<file path="config.mk">
export PLATFORM = sky130hd
export DESIGN_NAME = comp_seq_ctrl_flat
export DESIGN_NICKNAME = d
export VERILOG_FILES = /design/src/rtl/comp_pkg.sv /design/src/rtl/comp_seq_ctrl_if.sv /design/src/rtl/comp_8bit.sv /design/src/rtl/comp_seq_ctrl.sv /design/src/flat_wrapper.sv
export SDC_FILE = /design/constraint.sdc
export NUM_CORES = 1
export LEC_CHECK = 0
export CORE_MARGIN = 5
export CORE_UTILIZATION = 50
export DETAILED_ROUTE_END_ITERATION = 12
export HOLD_SLACK_MARGIN = 0.08
export PLACE_DENSITY = 0.81
export SLEW_MARGIN = 30
export SYNTH_ARGS = -nofsm -noshare
export SYNTH_HDL_FRONTEND = slang
export SYNTH_SLANG_ARGS = --single-unit
export TNS_END_PERCENT = 50
</file>
<file path="constraint.sdc">
create_clock -name clk -period 6.45 [get_ports clk]
set_clock_uncertainty 0.05 [all_clocks]
set_input_delay 1.29 -clock clk [delete_from_list [all_inputs] [get_ports clk]]
set_output_delay 1.29 -clock clk [all_outputs]
set_load 0.02 [all_outputs]
</file>
<file path="src/rtl/comp_pkg.sv">
// Shared definitions for the byte-serial magnitude comparator.
package comp_pkg;

    localparam int BYTE_W = 8;

    typedef enum logic [1:0] {
        IDLE = 2'd0,
        CMP  = 2'd1,
        DONE = 2'd2
    } state_e;

endpackage

</file>
<file path="src/rtl/comp_seq_ctrl_if.sv">
// Operand/result handshake bundle for comp_seq_ctrl.
interface comp_seq_ctrl_if #(
    parameter int NBYTES = 4
);
    localparam int IDXW = $clog2(NBYTES + 1);

    logic                  in_valid;
    logic                  in_ready;
    logic [8*NBYTES-1:0]   a;
    logic [8*NBYTES-1:0]   b;
    logic                  out_valid;
    logic                  out_ready;
    logic                  G;
    logic                  E;
    logic                  L;
    logic [IDXW-1:0]       nbytes;

    modport master (
        output in_valid, a, b, out_ready,
        input  in_ready, out_valid, G, E, L, nbytes
    );

    modport slave (
        input  in_valid, a, b, out_ready,
        output in_ready, out_valid, G, E, L, nbytes
    );

endinterface

</file>
<file path="src/rtl/comp_8bit.sv">
// Combinational unsigned byte comparator.
module comp_8bit
    import comp_pkg::*;
(
    input  logic [BYTE_W-1:0] a,
    input  logic [BYTE_W-1:0] b,
    output logic              G_b,
    output logic              E_b,
    output logic              L_b
);

    assign G_b = (a > b);
    assign E_b = (a == b);
    assign L_b = (a < b);

endmodule

</file>
<file path="src/rtl/comp_seq_ctrl.sv">
// Wide unsigned compare, stepped MSB byte first through one comp_8bit,
// exiting at the first unequal byte.
module comp_seq_ctrl
    import comp_pkg::*;
#(
    parameter int NBYTES = 4
) (
    input  logic            clk,
    input  logic            rst,
    comp_seq_ctrl_if.slave  bus
);

    localparam int               IDXW    = $clog2(NBYTES + 1);
    localparam int               OPW     = BYTE_W * NBYTES;
    localparam logic [IDXW-1:0]  IDX_TOP = IDXW'(NBYTES - 1);
    localparam logic [IDXW-1:0]  ONE     = IDXW'(1);

    state_e              state_q, state_d;
    logic [OPW-1:0]      a_q, a_d;
    logic [OPW-1:0]      b_q, b_d;
    logic [IDXW-1:0]     idx_q, idx_d;
    logic [IDXW-1:0]     cnt_q, cnt_d;
    logic                g_q, g_d;
    logic                e_q, e_d;
    logic                l_q, l_d;
    logic [IDXW-1:0]     nbytes_q, nbytes_d;
    logic                in_ready_q, in_ready_d;
    logic                out_valid_q, out_valid_d;

    logic [BYTE_W-1:0]   a_byte, b_byte;
    logic                g_b, e_b, l_b;

    assign a_byte = a_q[BYTE_W*int'(idx_q) +: BYTE_W];
    assign b_byte = b_q[BYTE_W*int'(idx_q) +: BYTE_W];

    comp_8bit u_comp (
        .a   (a_byte),
        .b   (b_byte),
        .G_b (g_b),
        .E_b (e_b),
        .L_b (l_b)
    );

    // Next-state and registered-output computation for the IDLE/CMP/DONE sequencer.
    always_comb begin
        // NOTE: every target gets a hold value first so no path infers a latch.
        state_d     = state_q;
        a_d         = a_q;
        b_d         = b_q;
        idx_d       = idx_q;
        cnt_d       = cnt_q;
        g_d         = g_q;
        e_d         = e_q;
        l_d         = l_q;
        nbytes_d    = nbytes_q;
        in_ready_d  = in_ready_q;
        out_valid_d = out_valid_q;

        unique case (state_q)
            IDLE: begin
                if (bus.in_valid && in_ready_q) begin
                    a_d        = bus.a;
                    b_d        = bus.b;
                    idx_d      = IDX_TOP;
                    cnt_d      = ONE;
                    in_ready_d = 1'b0;
                    state_d    = CMP;
                end
            end
            CMP: begin
                if (g_b || l_b) begin
                    g_d         = g_b;
                    l_d         = l_b;
                    e_d         = 1'b0;
                    nbytes_d    = cnt_q;
                    out_valid_d = 1'b1;
                    state_d     = DONE;
                end else if (e_b && (idx_q == '0)) begin
                    g_d         = 1'b0;
                    l_d         = 1'b0;
                    e_d         = 1'b1;
                    nbytes_d    = cnt_q;
                    out_valid_d = 1'b1;
                    state_d     = DONE;
                end else if (e_b) begin
                    idx_d = idx_q - ONE;
                    cnt_d = cnt_q + ONE;
                end
            end
            DONE: begin
                if (bus.out_ready) begin
                    out_valid_d = 1'b0;
                    in_ready_d  = 1'b1;
                    state_d     = IDLE;
                end
            end
            default: begin
                out_valid_d = 1'b0;
                in_ready_d  = 1'b1;
                state_d     = IDLE;
            end
        endcase
    end

    // Control and result registers with synchronous reset.
    always_ff @(posedge clk) begin
        if (rst) begin
            state_q     <= IDLE;
            idx_q       <= IDX_TOP;
            cnt_q       <= '0;
            g_q         <= 1'b0;
            e_q         <= 1'b0;
            l_q         <= 1'b0;
            nbytes_q    <= '0;
            in_ready_q  <= 1'b1;
            out_valid_q <= 1'b0;
        end else begin
            // NOTE: non-blocking so every register samples pre-edge values.
            state_q     <= state_d;
            idx_q       <= idx_d;
            cnt_q       <= cnt_d;
            g_q         <= g_d;
            e_q         <= e_d;
            l_q         <= l_d;
            nbytes_q    <= nbytes_d;
            in_ready_q  <= in_ready_d;
            out_valid_q <= out_valid_d;
        end
    end

    // Operand capture; contents only matter after an accept.
    always_ff @(posedge clk) begin
        // NOTE: pure datapath registers, deliberately left out of reset.
        a_q <= a_d;
        b_q <= b_d;
    end

    assign bus.in_ready  = in_ready_q;
    assign bus.out_valid = out_valid_q;
    assign bus.G         = g_q;
    assign bus.E         = e_q;
    assign bus.L         = l_q;
    assign bus.nbytes    = nbytes_q;

endmodule

</file>
<file path="src/flat_wrapper.sv">
// flat-port wrapper written by rule: the top's interface ports become plain ports
module comp_seq_ctrl_flat import comp_pkg::*;
#(
    parameter int NBYTES = 4
)
  (clk, rst, bus_in_valid, bus_a, bus_b, bus_out_ready, bus_in_ready, bus_out_valid, bus_G, bus_E, bus_L, bus_nbytes);
  comp_seq_ctrl_if #(.NBYTES(NBYTES)) bus_i ();
  input  logic clk;
  input  logic rst;
  input wire logic [$bits(bus_i.in_valid)-1:0] bus_in_valid;
  input wire logic [$bits(bus_i.a)-1:0] bus_a;
  input wire logic [$bits(bus_i.b)-1:0] bus_b;
  input wire logic [$bits(bus_i.out_ready)-1:0] bus_out_ready;
  output wire logic [$bits(bus_i.in_ready)-1:0] bus_in_ready;
  output wire logic [$bits(bus_i.out_valid)-1:0] bus_out_valid;
  output wire logic [$bits(bus_i.G)-1:0] bus_G;
  output wire logic [$bits(bus_i.E)-1:0] bus_E;
  output wire logic [$bits(bus_i.L)-1:0] bus_L;
  output wire logic [$bits(bus_i.nbytes)-1:0] bus_nbytes;
  assign bus_i.in_valid = bus_in_valid;
  assign bus_i.a = bus_a;
  assign bus_i.b = bus_b;
  assign bus_i.out_ready = bus_out_ready;
  assign bus_in_ready = bus_i.in_ready;
  assign bus_out_valid = bus_i.out_valid;
  assign bus_G = bus_i.G;
  assign bus_E = bus_i.E;
  assign bus_L = bus_i.L;
  assign bus_nbytes = bus_i.nbytes;
  comp_seq_ctrl #(.NBYTES(NBYTES)) u_core (.clk(clk), .rst(rst), .bus(bus_i));
endmodule
</file>
==> impl_metrics.yaml <==
outcome:
  status: "complete, no violations"
logic_synthesis:
  main_combinational_cell_family_by_area_after_synthesis: "multiplexers"
  synth_seq_area_share_pct: 67.04
  synth-compound-area-share_pct: 4.938
  xor_xnor_share_of_the_synthesized_area_pct: 0
  post-synth-top-count-cell: "sky130_fd_sc_hd__edfxtp_1"
  ys_top_cells_by_count: "64 x sky130_fd_sc_hd__edfxtp_1, 16 x sky130_fd_sc_hd__dfxtp_1, 16 x sky130_fd_sc_hd__mux4_2"
  ys_ff_latch: 80
  netlist-cell-type-count: 41
  synthAdderAreaFrac_pct: 4.115
  post_synth.cell_area_avg_um2: 16.39
  yosysWarnings: 0
  synthDominantAreaCellType: "sky130_fd_sc_hd__edfxtp_1"
  gate_count_post_synth: 204
  number_of_synthesized_flops_with_an_enable_pin: 64
  synthDominantCellAreaShare_pct: 57.46
  synth.area.mux_share_pct: 11.97
  synth-async-reset-ratio_pct: 0
  synth-main-ff-cell: "sky130_fd_sc_hd__edfxtp_1"
  synth_fp_nets: 283
  synth_top_cells_by_area: "sky130_fd_sc_hd__edfxtp_1 57%, sky130_fd_sc_hd__mux4_2 11%, sky130_fd_sc_hd__dfxtp_1 9.6%"
  synthesis.area_mm2: 0.003344
  synth-simple-area-share_pct: 10.18
cts:
  cts.root.buffer_cell: "sky130_fd_sc_hd__clkbuf_8"
  post_cts_resize_count: 0
  clock_sink_count: 80
  cts.reportedPaths.clkPinSlew_ps: 80
  clock_tree_from_tritoncts: "yes"
  post_cts.repair.setup_buffers: 0
  ctsHoldBuffers: 0
  worstSkewPairLatency_ps: 340
  cts_buffers: 9
  cts.path.max_buffers: 2
  ctsHtreeMaxLevel: 3
critical_path:
  timing.critical_path.from_type: "register"
  arrival_ps: 3790
  critical_path_sink_type: "register"
  critPathLaunch: "u_core.idx_q[0]"
  timing.reg2reg.worst_path_depth: 9
  cp_max_fo: 11
  critical_path.endpoint: "u_core.idx_q[2]"
  worst_case_register_to_register_setup_slack_ps: 2830
  critical_path.reg2reg.startpoint: "u_core.idx_q[0]"
  worstPathRequired_ps: 6620
  kind_of_critical_path: "reg2reg"
  worst_r2r_endpoint: "u_core.idx_q[2]"
power:
  clkPwrFrac_pct: 30.5
  pwr_density_cell_mw_per_mm2: 245.1
  seqPwrFrac_pct: 57.3
  vdd.ir_drop.worst_mv: 0.1962
  total_leakage_power_nw: 1.546
  power.combinational.fraction_pct: 12.2
  sw_frac_of_total_pct: 23.41
  cellInternalPower_uw: 814.4
  switching_power_uw: 248.9
timing:
  timing.final.crit_period_ps: 3618
  postLayoutSetupSlackWorst_ps: 2832
  tightestPinTransition_ps: 880.3
  tns_ps: 0
  maxClockFrequency_mhz: 276.4
  slew_viol_final: 0
  setup_repair_after_global_routing_missed_its_margin: "false"
  timing.max_slew.rel_slack_pct: 41.23
  period_share_pct: 56.09
  finalHoldWorstSlack_ps: 409.2
  report.final.hold_viol_count: 0
  setup_viol: 0
die:
  chipHeight_um: 91.79
  core_region_area_mm2: 0.006422
  floorplan.die_area_mm2: 0.008424
  die_width_um: 91.79
  row_count: 29
  floorplan.io_pins: 76
  floorplan.initialDensity_pct: 52.07
routing:
  route.antenna.remaining_nets: 0
  detail_route.drc_violations: 0
  drt_wl_cell_um: 16.68
  dr_total_vias: 1970
  wl_um: 6070
  mean_number_of_vias_per_cell: 5.412
  initialDrtViolationCount: 62
  drt-pass1-iter-count: 4
job:
  timing.max_cap.violations: 0
global_route:
  grt_max_degree: 51
  grt_first_pass_wirelength_um: 9501
  number_of_antenna_violations_at_the_first_check_in_global_routing: 0
  aggregate_global_route_resource_usage_pct: 14.56
  grt_overflow_total: 0
  via_count_of_the_first_global_routing_pass: 2045
finish:
  post_route_cells_drive_above_1_share_pct: 15.33
  syn2layout_area_growth_pct: 29.70
  fin_nets: 361
  post-route-util_pct: 67.54
  final_design_area_no_fill_mm2: 0.004338
  antenna_cells_inserted: 0
place:
  port_buffers: 75
  gp_congestion: 0.8561
  detailed_place.area_mm2: 0.004160
  place_hpwl_um: 4484
  dpl_worst_slack_ps: 2835
hold_path:
  min-delay-path-class: "reg2reg"
  timing.hold.worst.start: "u_core.bus.out_valid"
worst min path at each step:
| stage | cells past startpoint | end |
|---|---|---|
| after CTS | 2 | u_core.bus.out_valid |
| after floorplan | 2 | u_core.bus.nbytes[1] |
| after global routing | 2 | u_core.bus.out_valid |
| final | 2 | u_core.bus.out_valid |
| after global placement | 2 | u_core.bus.nbytes[0] |
| after detailed placement | 2 | u_core.bus.out_valid |
power by group through the flow:
stage,registers (mW),clock network (mW),logic (mW)
4_1_cts,0.610,0.333,0.131
6_report,0.610,0.324,0.130
3_5_place_dp,0.622,0,0.130
3_3_place_gp,0.620,0,0.127
2_1_floorplan,0.623,0,0.0662
5_1_grt,0.613,0.355,0.141
critical path, stage by stage (launching register included):
cell,delay [ps]
sky130_fd_sc_hd__dfxtp_1,630
sky130_fd_sc_hd__buf_4,340
sky130_fd_sc_hd__mux4_2,510
sky130_fd_sc_hd__nor2b_1,140
sky130_fd_sc_hd__ha_1,340
sky130_fd_sc_hd__nand4_1,160
sky130_fd_sc_hd__or4b_4,580
sky130_fd_sc_hd__a31oi_4,310
sky130_fd_sc_hd__nor2_4,70
sky130_fd_sc_hd__a311o_1,380
cell families after synthesis:
group,after synthesis
flip-flops,80
adder cells (fa/ha/maj),11
buffers and inverters,13
AO/OA/AOI/OAI,22
AND/OR/NAND/NOR,58
multiplexers,20
state kept, by name (all words and copies together) (netlist names):
signal	flops
u_core.bus.L	1
u_core.cnt_q	3
u_core.bus.nbytes	3
u_core.bus.in_ready	1
u_core.a_q	32
u_core.b_q	32
u_core.bus.G	1
u_core.state_q	2
u_core.bus.out_valid	1
u_core.idx_q	3
u_core.bus.E	1
cell type report:
cell class	instances	area [um^2]
inverter	3	11.26
clock inverter	7	53.80
tap	77	96.34
clock buffer	9	123.9
sequential	80	2242
multi-input combinational	111	1045
fill	456	2085
timing repair buffer	77	765.7
cell usage in the layout, fill, tap and decap left out, types with 2 or more instances in the layout:
cell                               n
sky130_fd_sc_hd__mux4_2           16
sky130_fd_sc_hd__clkbuf_8          9
sky130_fd_sc_hd__a21oi_1           7
sky130_fd_sc_hd__and2b_2           2
sky130_fd_sc_hd__buf_4             2
sky130_fd_sc_hd__inv_6             3
sky130_fd_sc_hd__edfxtp_1         64
sky130_fd_sc_hd__nand2b_1         10
sky130_fd_sc_hd__nand4_1           2
sky130_fd_sc_hd__clkinvlp_4        2
sky130_fd_sc_hd__nor3_1            4
sky130_fd_sc_hd__dfxtp_1          16
sky130_fd_sc_hd__nor2_1            8
sky130_fd_sc_hd__inv_1             3
sky130_fd_sc_hd__nor4b_1           2
sky130_fd_sc_hd__clkdlybuf4s50_1  75
sky130_fd_sc_hd__nand2_1          12
sky130_fd_sc_hd__o21ai_0           2
sky130_fd_sc_hd__mux2i_1           4
sky130_fd_sc_hd__ha_1             11
sky130_fd_sc_hd__nor2b_1           9
sky130_fd_sc_hd__nand3_1           2
per-layer routing:
layer	part of all wire, %	global-route usage (%)	wire length [um]	up-vias
met1	41	17.31	2512	958
met2	51	24.95	3121	60
met5	0	0	0	-
li1	-	-	-	946
met4	1.1	5.569	65	0
met3	6.1	4.419	371	6
through the flow:
stage               total power [mW]  std cells
finish                         1.063        364
global route                   1.109        364
CTS                            1.074        364
detailed placement            0.7525        348
global placement              0.7468        348
floorplan                     0.6892        204
(Power assumes the default switching activity.)
